[src/rtl/reg_wb_arbiter.sv]
// rtl/reg_wb_arbiter.sv - two-requester writeback arbiter for the register file write port
//
// Purpose:
//    Shares the register file's single write port between the ALU result path
//    (requester A) and the load/memory return path (requester B). One request
//    is granted per cycle. The winner is registered onto write_en/write_reg/
//    write_data, which drive the register file directly. Writes to register 0
//    are accepted but never enabled. A saturating counter records every cycle
//    in which a valid request was denied.
//
// Configuration macro: WB_ROUND_ROBIN_EN
//    defined   : round-robin on conflict (requester not granted last wins)
//    undefined : fixed priority A > B, B forced to win after MAX_WAIT denials
//
// Parameters:
//    MAX_WAIT     consecutive denied cycles B tolerates before it is forced to win
//    STALL_W      width of stall_count
//
// Ports:
//    clk          in   rising-edge clock
//    reset        in   asynchronous active-high reset
//    a_valid      in   A has a write pending
//    a_ready      out  A granted this cycle (combinational)
//    a_reg        in   A destination register
//    a_data       in   A write data
//    b_valid      in   B has a write pending
//    b_ready      out  B granted this cycle (combinational)
//    b_reg        in   B destination register
//    b_data       in   B write data
//    write_en     out  register file write enable (registered)
//    write_reg    out  register file write address (registered)
//    write_data   out  register file write data (registered)
//    stall_count  out  saturating count of cycles with a denied valid request

module reg_wb_arbiter #(
   parameter int MAX_WAIT = 3,
   parameter int STALL_W  = 16
) (
   input  logic               clk,
   input  logic               reset,
   input  logic               a_valid,
   output logic               a_ready,
   input  logic [4:0]         a_reg,
   input  logic [31:0]        a_data,
   input  logic               b_valid,
   output logic               b_ready,
   input  logic [4:0]         b_reg,
   input  logic [31:0]        b_data,
   output logic               write_en,
   output logic [4:0]         write_reg,
   output logic [31:0]        write_data,
   output logic [STALL_W-1:0] stall_count
);

   // Registered write port and performance counter.
   logic               write_en_q,    write_en_d;
   logic [4:0]         write_reg_q,   write_reg_d;
   logic [31:0]        write_data_q,  write_data_d;
   logic [STALL_W-1:0] stall_count_q, stall_count_d;

`ifdef WB_ROUND_ROBIN_EN
   // Set when the most recent grant went to B; resets to B so A wins the
   // first conflict after reset.
   logic               last_b_q,      last_b_d;
`else
   // Width covers 0..MAX_WAIT; at least one bit so MAX_WAIT = 0 still builds.
   localparam int              WAIT_W   = (MAX_WAIT > 0) ? $clog2(MAX_WAIT + 1) : 1;
   localparam logic [WAIT_W-1:0] WAIT_MAX = WAIT_W'(MAX_WAIT);

   logic [WAIT_W-1:0]  wait_q,        wait_d;
`endif

   logic               grant_a;
   logic               grant_b;
   logic               stalled;
   logic [4:0]         sel_reg;
   logic [31:0]        sel_data;

   // ------------------------------------------------------------------
   // Grant decision (combinational, same cycle as the valids)
   // ------------------------------------------------------------------
   always_comb begin
      grant_a = 1'b0;
      grant_b = 1'b0;

      if (a_valid && b_valid) begin
`ifdef WB_ROUND_ROBIN_EN
         if (last_b_q) begin
            grant_a = 1'b1;
         end else begin
            grant_b = 1'b1;
         end
`else
         // A normally wins; B is forced through once it has waited MAX_WAIT
         // consecutive denied cycles so loads cannot starve behind ALU traffic.
         if (wait_q == WAIT_MAX) begin
            grant_b = 1'b1;
         end else begin
            grant_a = 1'b1;
         end
`endif
      end else if (a_valid) begin
         grant_a = 1'b1;
      end else if (b_valid) begin
         grant_b = 1'b1;
      end

      // Nothing may retire while reset is held: the request would be lost
      // because the output flops are being cleared.
      if (reset) begin
         grant_a = 1'b0;
         grant_b = 1'b0;
      end
   end

   assign a_ready = grant_a;
   assign b_ready = grant_b;

   // A valid requester that did not receive the grant this cycle.
   assign stalled = (a_valid && !grant_a) || (b_valid && !grant_b);

   assign sel_reg  = grant_b ? b_reg  : a_reg;
   assign sel_data = grant_b ? b_data : a_data;

   // ------------------------------------------------------------------
   // Next-state logic
   // ------------------------------------------------------------------
   always_comb begin
      write_en_d    = 1'b0;
      write_reg_d   = write_reg_q;
      write_data_d  = write_data_q;
      stall_count_d = stall_count_q;

      if (grant_a || grant_b) begin
         // Register 0 writes retire the requester but never enable the port;
         // address and data still update so the port reflects the last grant.
         write_en_d   = (sel_reg != 5'd0);
         write_reg_d  = sel_reg;
         write_data_d = sel_data;
      end

      if (stalled && (stall_count_q != {STALL_W{1'b1}})) begin
         stall_count_d = stall_count_q + STALL_W'(1);
      end
   end

`ifdef WB_ROUND_ROBIN_EN
   always_comb begin
      last_b_d = last_b_q;
      if (grant_a) begin
         last_b_d = 1'b0;
      end else if (grant_b) begin
         last_b_d = 1'b1;
      end
   end
`else
   always_comb begin
      wait_d = wait_q;
      if (grant_b) begin
         wait_d = '0;
      end else if (b_valid && (wait_q != WAIT_MAX)) begin
         // Cannot pass WAIT_MAX in practice since B then wins the next
         // conflict; the guard just keeps the counter from wrapping.
         wait_d = wait_q + WAIT_W'(1);
      end
   end
`endif

   // ------------------------------------------------------------------
   // State registers
   // ------------------------------------------------------------------
   always_ff @(posedge clk or posedge reset) begin
      if (reset) begin
         write_en_q    <= 1'b0;
         write_reg_q   <= 5'd0;
         write_data_q  <= 32'd0;
         stall_count_q <= '0;
`ifdef WB_ROUND_ROBIN_EN
         last_b_q      <= 1'b1;
`else
         wait_q        <= '0;
`endif
      end else begin
         write_en_q    <= write_en_d;
         write_reg_q   <= write_reg_d;
         write_data_q  <= write_data_d;
         stall_count_q <= stall_count_d;
`ifdef WB_ROUND_ROBIN_EN
         last_b_q      <= last_b_d;
`else
         wait_q        <= wait_d;
`endif
      end
   end

   assign write_en    = write_en_q;
   assign write_reg   = write_reg_q;
   assign write_data  = write_data_q;
   assign stall_count = stall_count_q;

endmodule

[config.mk]
export PLATFORM = sky130hd
export DESIGN_NAME = reg_wb_arbiter
export DESIGN_NICKNAME = d
export VERILOG_FILES = /design/src/rtl/reg_wb_arbiter.sv
export SDC_FILE = /design/constraint.sdc
export NUM_CORES = 1
export LEC_CHECK = 0
export CAP_MARGIN = 20
export CORE_MARGIN = 10
export CORE_UTILIZATION = 45
export CTS_BUF_LIST = sky130_fd_sc_hd__clkbuf_4 sky130_fd_sc_hd__clkbuf_8
export DETAILED_ROUTE_END_ITERATION = 8
export PLACE_DENSITY = 0.95
export SETUP_SLACK_MARGIN = 0.5
export SLEW_MARGIN = 20
export SYNTH_ARGS = -nofsm -noshare
export SYNTH_HDL_FRONTEND = slang
export SYNTH_SLANG_ARGS = --single-unit
[constraint.sdc]
create_clock -name clk -period 6.4 [get_ports clk]
set_input_delay 1.28 -clock clk [delete_from_list [all_inputs] [get_ports clk]]
set_output_delay 1.28 -clock clk [all_outputs]
set_load 0.005 [all_outputs]
==> impl_metrics.env, run 1 <==
export IMPL_end_kind="output port"
export IMPL_antenna_found_initial=0
export IMPL_diodes=0
export IMPL_cp_arrival_ns=3.18
export IMPL_slew_limit_headroom_pct=50.96
export IMPL_setup_viol=0
export IMPL_via_per_inst=5.136
export IMPL_avgSynthCellArea_sq_um=10.52
export IMPL_p_leak_nw=1.957
export IMPL_die_area_sq_um=9393
export IMPL_clock_skew_ns=0.004808
export IMPL_gp_congestion=0.8834
export IMPL_rows=27
export IMPL_clk_latency_ns=0.30
export IMPL_wl_met3_microns=749
export IMPL_startpoint_type="input pin"
export IMPL_post_cts_resized=0
export IMPL_drive_gt1_share_pct=5.469
export IMPL_area_growth_pct=56.25
export IMPL_clock_path_buffers=2
export IMPL_ir_worst_vdd_uv=106.8
export IMPL_io_buffers=133
export IMPL_yosysWarnings=0
export IMPL_grt_start_max_net_pins=62
export IMPL_routed_wl_mm=7.744
export IMPL_place_inst=448
export IMPL_cts_root_buf="clkbuf_8"
export IMPL_r2r_start="wait_q[0]"
export IMPL_synth_enable_flop_cells=0
export IMPL_switching_power_mw=0.2717
export IMPL_grt_pass1_wl_mm=12.69
export IMPL_wl_met1_mm=2.954
export IMPL_ys_top_cells_by_area="dfrtp_1 53%, mux2i_1 14%, o21ai_0 7.1%"
export IMPL_p_per_area_nw_per_um2=236.8
export IMPL_cp_top_family="buffers and inverters"
export IMPL_cts_max_level=2
export IMPL_largest_reg_flops=32
export IMPL_synthCells=253
export IMPL_critical_path_class="in2out"
export IMPL_die_w_microns=96.92
export IMPL_stdcell_count=456
export IMPL_cts_hold_buf=0
export IMPL_avgRoutedWirePerCell_microns=16.98
export IMPL_overflow=0
export IMPL_synth_top_cell_area_share_pct=52.63
export IMPL_syn_area_sq_um=2663
export IMPL_synth_top_flop_cell="dfrtp_1"
export IMPL_cell_internal_pwr_mw=0.7134
export IMPL_yosys_area_top_type="dfrtp_1"
export IMPL_ant_nets=0
export IMPL_pin_count=134
export IMPL_tightest_slew_ns=0.7356
export IMPL_wl_met2_mm=3.936
export IMPL_start_util_pct=47.48
export IMPL_path_clk_slew_ns=0.09
export IMPL_p_comb_share_pct=32.3
export IMPL_hold_path_class="reg2reg"
export IMPL_crit_top_cell="clkdlybuf4s50_1"
export IMPL_drc=0
export IMPL_grt_pass1_vias=2496
export IMPL_async_flop_share_pct=100.0
export IMPL_hpwl_mm=6.284
export IMPL_drtPass1Iterations=4
export IMPL_die_h_microns=96.92
export IMPL_cts_tree="built"
export IMPL_cts_sinks=56
export IMPL_critPathBufInv=4
export IMPL_fin_nets=463
export IMPL_hold_viol=0
export IMPL_drv_slew=0
export IMPL_track_usage_pct=16.11
export IMPL_p_seq_share_pct=47.2
export IMPL_drtIter0Drc=55
export IMPL_crit_path_max_fanout=41
export IMPL_ys_ff_latch=56
export IMPL_crit_path_top_delay_cell="clkdlybuf4s50_1"
export IMPL_rsz0062_at_grt="no"
export IMPL_synth_cell_types=30
export IMPL_syn_nets=333
export IMPL_hold_start="write_data[20]"
export IMPL_crit_chain="clkdlybuf4s50_1 -> nand2b_1 -> nand3_2 -> buf_4 -> inv_1 -> clkdlybuf4s50_1"
export IMPL_cp_startpoint="a_valid"
export IMPL_fmax_mhz=224.2
export IMPL_cp_required_ns=5.12
export IMPL_cts_setup_buffers=0
export IMPL_top_layer="met4"
export IMPL_period_share_pct=69.70
export IMPL_status="completed"
export IMPL_min_period_ns=4.461
export IMPL_num_vias=2342
export IMPL_p_sw_share_pct=27.58
export IMPL_fin_tns_setup_ns=0
export IMPL_cap_violations=0
export IMPL_slowest_delay_ns=0.58
export IMPL_core_area_sq_um=5608
export IMPL_seq_area_frac_synth_pct=52.63
export IMPL_pwr_share_clk_pct=20.5
export IMPL_cts_buffers=5
[stage by stage]
step                      area (sq um)  hold WS (ns)  util (%)  setup WS [ns]  power (mW)
final                             4160        0.4823     74.19          1.939      0.9851
after global routing              4160        0.5081     74.19          1.802       1.050
after global placement            4063        0.4612     72.45          1.921      0.7815
after detailed placement          4063        0.4694     72.45          1.893      0.7974
after CTS                         4160        0.4899     74.19          1.891       1.001
after floorplan                   2663        0.4733         -          1.863      0.5911
[Yosys cell counts, drive strengths merged, types with 3 or more instances]
cell     n
dfrtp   56
nand2   42
mux2i   38
o21ai   38
nand3   10
xnor2   10
clkbuf   8
nand4    7
nor3     6
xor2     6
and3     5
buf      5
and2     3
nor2     3
[logic make-up (layout without fill, tap and decap cells)]
group,after synthesis,in the layout,synth area share [%]
buf+inv,15,146,2.537
compound gates,39,39,7.472
xor+xnor,16,16,5.263
flops,56,56,52.63
mux,39,39,14.85
fa+ha+maj,3,3,1.363
simple gates,85,85,15.88
[final cells by class]
cell class	instances	area, sq um
sequential	56	1401
multi-input combinational	182	1210
fill	431	1448
tap	72	90.09
timing repair buffer	136	1354
clock buffer	8	97.59
inverter	2	7.507
[layer usage]
metal  vias to the layer above  global-route usage [%]
met3                        10                   8.162
met5                         -                       0
met1                      1094                   16.60
li1                       1138                       -
met4                         0                   4.171
met2                       100                   28.17
[tightest hold or removal path, cell delays in order (launching register included)]
cell and delay [ns]:
dfrtp_1 0.35, nand2_1 0.05, o21ai_0 0.06
[path summary, 6_finish.rpt]
check | end | slack [ns] | cells past startpoint
max in group asynchronous | write_data[27] | 4.34 | 3
min in group asynchronous | write_data[23] | 1.58 | 3
worst min register to register | write_data[20] | 0.48 | 2
worst max-delay path | b_ready | 1.94 | 6
worst min-delay path | write_data[20] | 0.48 | 2
worst max register to register | write_data[16] | 4.47 | 6
[power by group through the flow]
| stage | logic, mW | registers, mW | clock network (mW) |
|---|---|---|---|
| 3_5_place_dp | 0.324 | 0.474 | 0 |
| 5_1_grt | 0.351 | 0.477 | 0.222 |
| 6_report | 0.318 | 0.465 | 0.202 |
| 2_1_floorplan | 0.122 | 0.469 | 0 |
| 4_1_cts | 0.326 | 0.466 | 0.209 |
| 3_3_place_gp | 0.314 | 0.468 | 0 |
[placed cells by master, fill, tap and decap left out, types with 2 or more instances in the layout]
master	n
and2_1	3
and3_1	4
buf_4	3
clkbuf_4	2
clkbuf_8	6
clkdlybuf4s50_1	133
dfrtp_1	56
ha_1	2
mux2i_1	38
nand2_1	41
nand2b_1	2
nand3_1	9
nand4_1	6
nor2_1	3
nor3_1	6
nor4_1	2
o21ai_0	37
or4_1	2
xnor2_1	10
xor2_1	6
Note: power is estimated with default switching activity, not from simulation.
==> run 2: changes to the inputs <==
--- a/config.mk
+++ b/config.mk
@@ -7,10 +7,10 @@
 export LEC_CHECK = 0
 export CAP_MARGIN = 20
 export CORE_MARGIN = 10
-export CORE_UTILIZATION = 45
+export CORE_UTILIZATION = 37
 export CTS_BUF_LIST = sky130_fd_sc_hd__clkbuf_4 sky130_fd_sc_hd__clkbuf_8
 export DETAILED_ROUTE_END_ITERATION = 8
-export PLACE_DENSITY = 0.95
+export PLACE_DENSITY = 0.85
 export SETUP_SLACK_MARGIN = 0.5
 export SLEW_MARGIN = 20
 export SYNTH_ARGS = -nofsm -noshare
==> constraint.sdc (replaced) <==
create_clock -name clk -period 4.1 [get_ports clk]
set_input_delay 0.82 -clock clk [delete_from_list [all_inputs] [get_ports clk]]
set_output_delay 0.82 -clock clk [all_outputs]
set_load 0.005 [all_outputs]
==> impl_metrics.env, run 2 (synthesis gave the netlist of run 1 again) <==
export IMPL_cts_hold_buf=0
export IMPL_area_growth_pct=58.32
export IMPL_period_share_pct=73.34
export IMPL_cts_sinks=56
export IMPL_die_area_sq_um=10990
export IMPL_hpwl_mm=6.040
export IMPL_p_per_area_nw_per_um2=375.2
export IMPL_via_per_inst=4.830
export IMPL_avgRoutedWirePerCell_microns=15.72
export IMPL_ir_worst_vdd_uv=168.8
export IMPL_start_util_pct=38.55
export IMPL_core_area_sq_um=6907
export IMPL_cp_required_ns=3.28
export IMPL_slew_limit_headroom_pct=51.75
export IMPL_final_common_cell="clkdlybuf4s50_1"
export IMPL_min_period_ns=3.007
export IMPL_holdWs_ns=0.4838
export IMPL_p_comb_share_pct=31.1
export IMPL_critical_path_class="in2out"
export IMPL_die_h_microns=104.8
export IMPL_track_usage_pct=13.29
export IMPL_path_clk_slew_ns=0.09
export IMPL_clock_path_buffers=2
export IMPL_antenna_found_initial=0
export IMPL_rsz0062_at_grt="no"
export IMPL_drtPass1Iterations=4
export IMPL_finish_utilization_pct=61.03
export IMPL_fmax_mhz=332.6
export IMPL_tightest_slew_ns=0.7171
export IMPL_io_buffers=133
export IMPL_hold_viol=0
export IMPL_hold_start="write_data[22]"
export IMPL_pin_count=134
export IMPL_fin_ws_ns=1.093
export IMPL_overflow=0
export IMPL_drtIter0Drc=31
export IMPL_die_w_microns=104.8
export IMPL_startpoint_type="input pin"
export IMPL_grt_start_max_net_pins=49
export IMPL_p_seq_share_pct=45.9
export IMPL_status="completed"
export IMPL_routed_wl_mm=7.562
export IMPL_gp_congestion=0.7933
export IMPL_p_leak_nw=1.963
export IMPL_rows=30
export IMPL_r2r_start="wait_q[0]"
export IMPL_hold_path_class="reg2reg"
export IMPL_cts_tree="built"
export IMPL_drc=0
export IMPL_r2r_slack_ns=2.16
export IMPL_r2r_end="write_data[19]"
export IMPL_nFillCells=589
export IMPL_layout_common_cells="133 x clkdlybuf4s50_1, 56 x dfrtp_1, 41 x nand2_1"
export IMPL_pwr_share_clk_pct=22.9
export IMPL_num_vias=2323
export IMPL_grt_pass1_wl_mm=12.24
export IMPL_ant_nets=0
export IMPL_cell_internal_pwr_mw=1.151
export IMPL_rr_worst_depth=6
export IMPL_clock_skew_ns=0.01167
export IMPL_drive_gt1_share_pct=5.714
export IMPL_crit_path_max_fanout=4
export IMPL_cap_violations=0
export IMPL_clk_latency_ns=0.30
export IMPL_grt_pass1_vias=2399
export IMPL_fin_nets=464
export IMPL_hold_depth=2
export IMPL_cts_buffers=5
export IMPL_largest_reg_flops=32
export IMPL_end_kind="output port"
export IMPL_p_sw_share_pct=27.20
export IMPL_cts_max_level=2
export IMPL_cts_root_buf="clkbuf_8"
export IMPL_fin_tns_setup_ns=0
export IMPL_diodes=0
export IMPL_min_to="write_data[22]"
export IMPL_switching_power_mw=0.4303
export IMPL_setup_viol=0
export IMPL_cp_arrival_ns=2.19
export IMPL_drv_slew=0
export IMPL_cts_setup_buffers=0
export IMPL_dpl_worst_slack_ns=1.105
export IMPL_post_cts_resized=0
-- run 2: changes by cell type in the layout (fill, tap and decap cells not counted) --
cell | previous run | this run
inv_2 | 1 | 0
clkbuf_4 | 2 | 1
clkinvlp_4 | 0 | 1
clkinv_2 | 0 | 1
clkbuf_8 | 6 | 5
buf_4 | 3 | 4
bufinv_16 | 0 | 1
-- run 2: worst max-delay path by stage --
| stage | start | end | slack, ns | depth (start not counted) |
|---|---|---|---|---|
| global route | a_valid | b_ready | 1.02 | 5 |
| finish | a_valid | b_ready | 1.09 | 5 |
| floorplan | reset | b_ready | 0.73 | 4 |
| detailed placement | a_valid | b_ready | 1.11 | 5 |
| global placement | a_valid | b_ready | 1.12 | 5 |
| CTS | a_valid | b_ready | 1.09 | 5 |
-- run 2: routing by layer --
metal	up-vias	global-route usage [%]	part of all wire, %
met1	1104	14.88	40
met5	-	0	0
li1	1144	-	-
met3	2	6.572	8.8
met4	0	2.059	0.20
met2	73	22.64	51
-- run 2: through the flow --
stage | cell area (sq um) | cells | power, mW
after floorplan | 2666 | 253 | 0.9229
final | 4215 | 481 | 1.582
after CTS | 4215 | 481 | 1.608
after global routing | 4215 | 481 | 1.685
after detailed placement | 4104 | 473 | 1.239
after global placement | 4104 | 473 | 1.220
-- run 2: area by class of cell --
class	count	area [sq um]	area share (%)
clock inverter	2	35.03	0.8311
sequential	56	1401	33.24
timing repair buffer	137	1361	32.29
tap	96	120.1	2.850
clock buffer	6	76.32	1.811
multi-input combinational	182	1210	28.70
inverter	2	11.26	0.2671
-- run 2: power by group through the flow --
| stage | registers (mW) | logic (mW) | clock network [mW] |
|---|---|---|---|
| 3_5_place_dp | 0.737 | 0.502 | 0 |
| 4_1_cts | 0.727 | 0.505 | 0.376 |
| 3_3_place_gp | 0.729 | 0.491 | 0 |
| 2_1_floorplan | 0.732 | 0.190 | 0 |
| 5_1_grt | 0.744 | 0.542 | 0.399 |
| 6_report | 0.727 | 0.493 | 0.362 |
-- run 2: worst max-delay path, cell delays in order --
cell	delay, ns
clkdlybuf4s50_1	0.51
nand2b_1	0.14
nand3_2	0.09
inv_1	0.09
clkdlybuf4s50_1	0.54
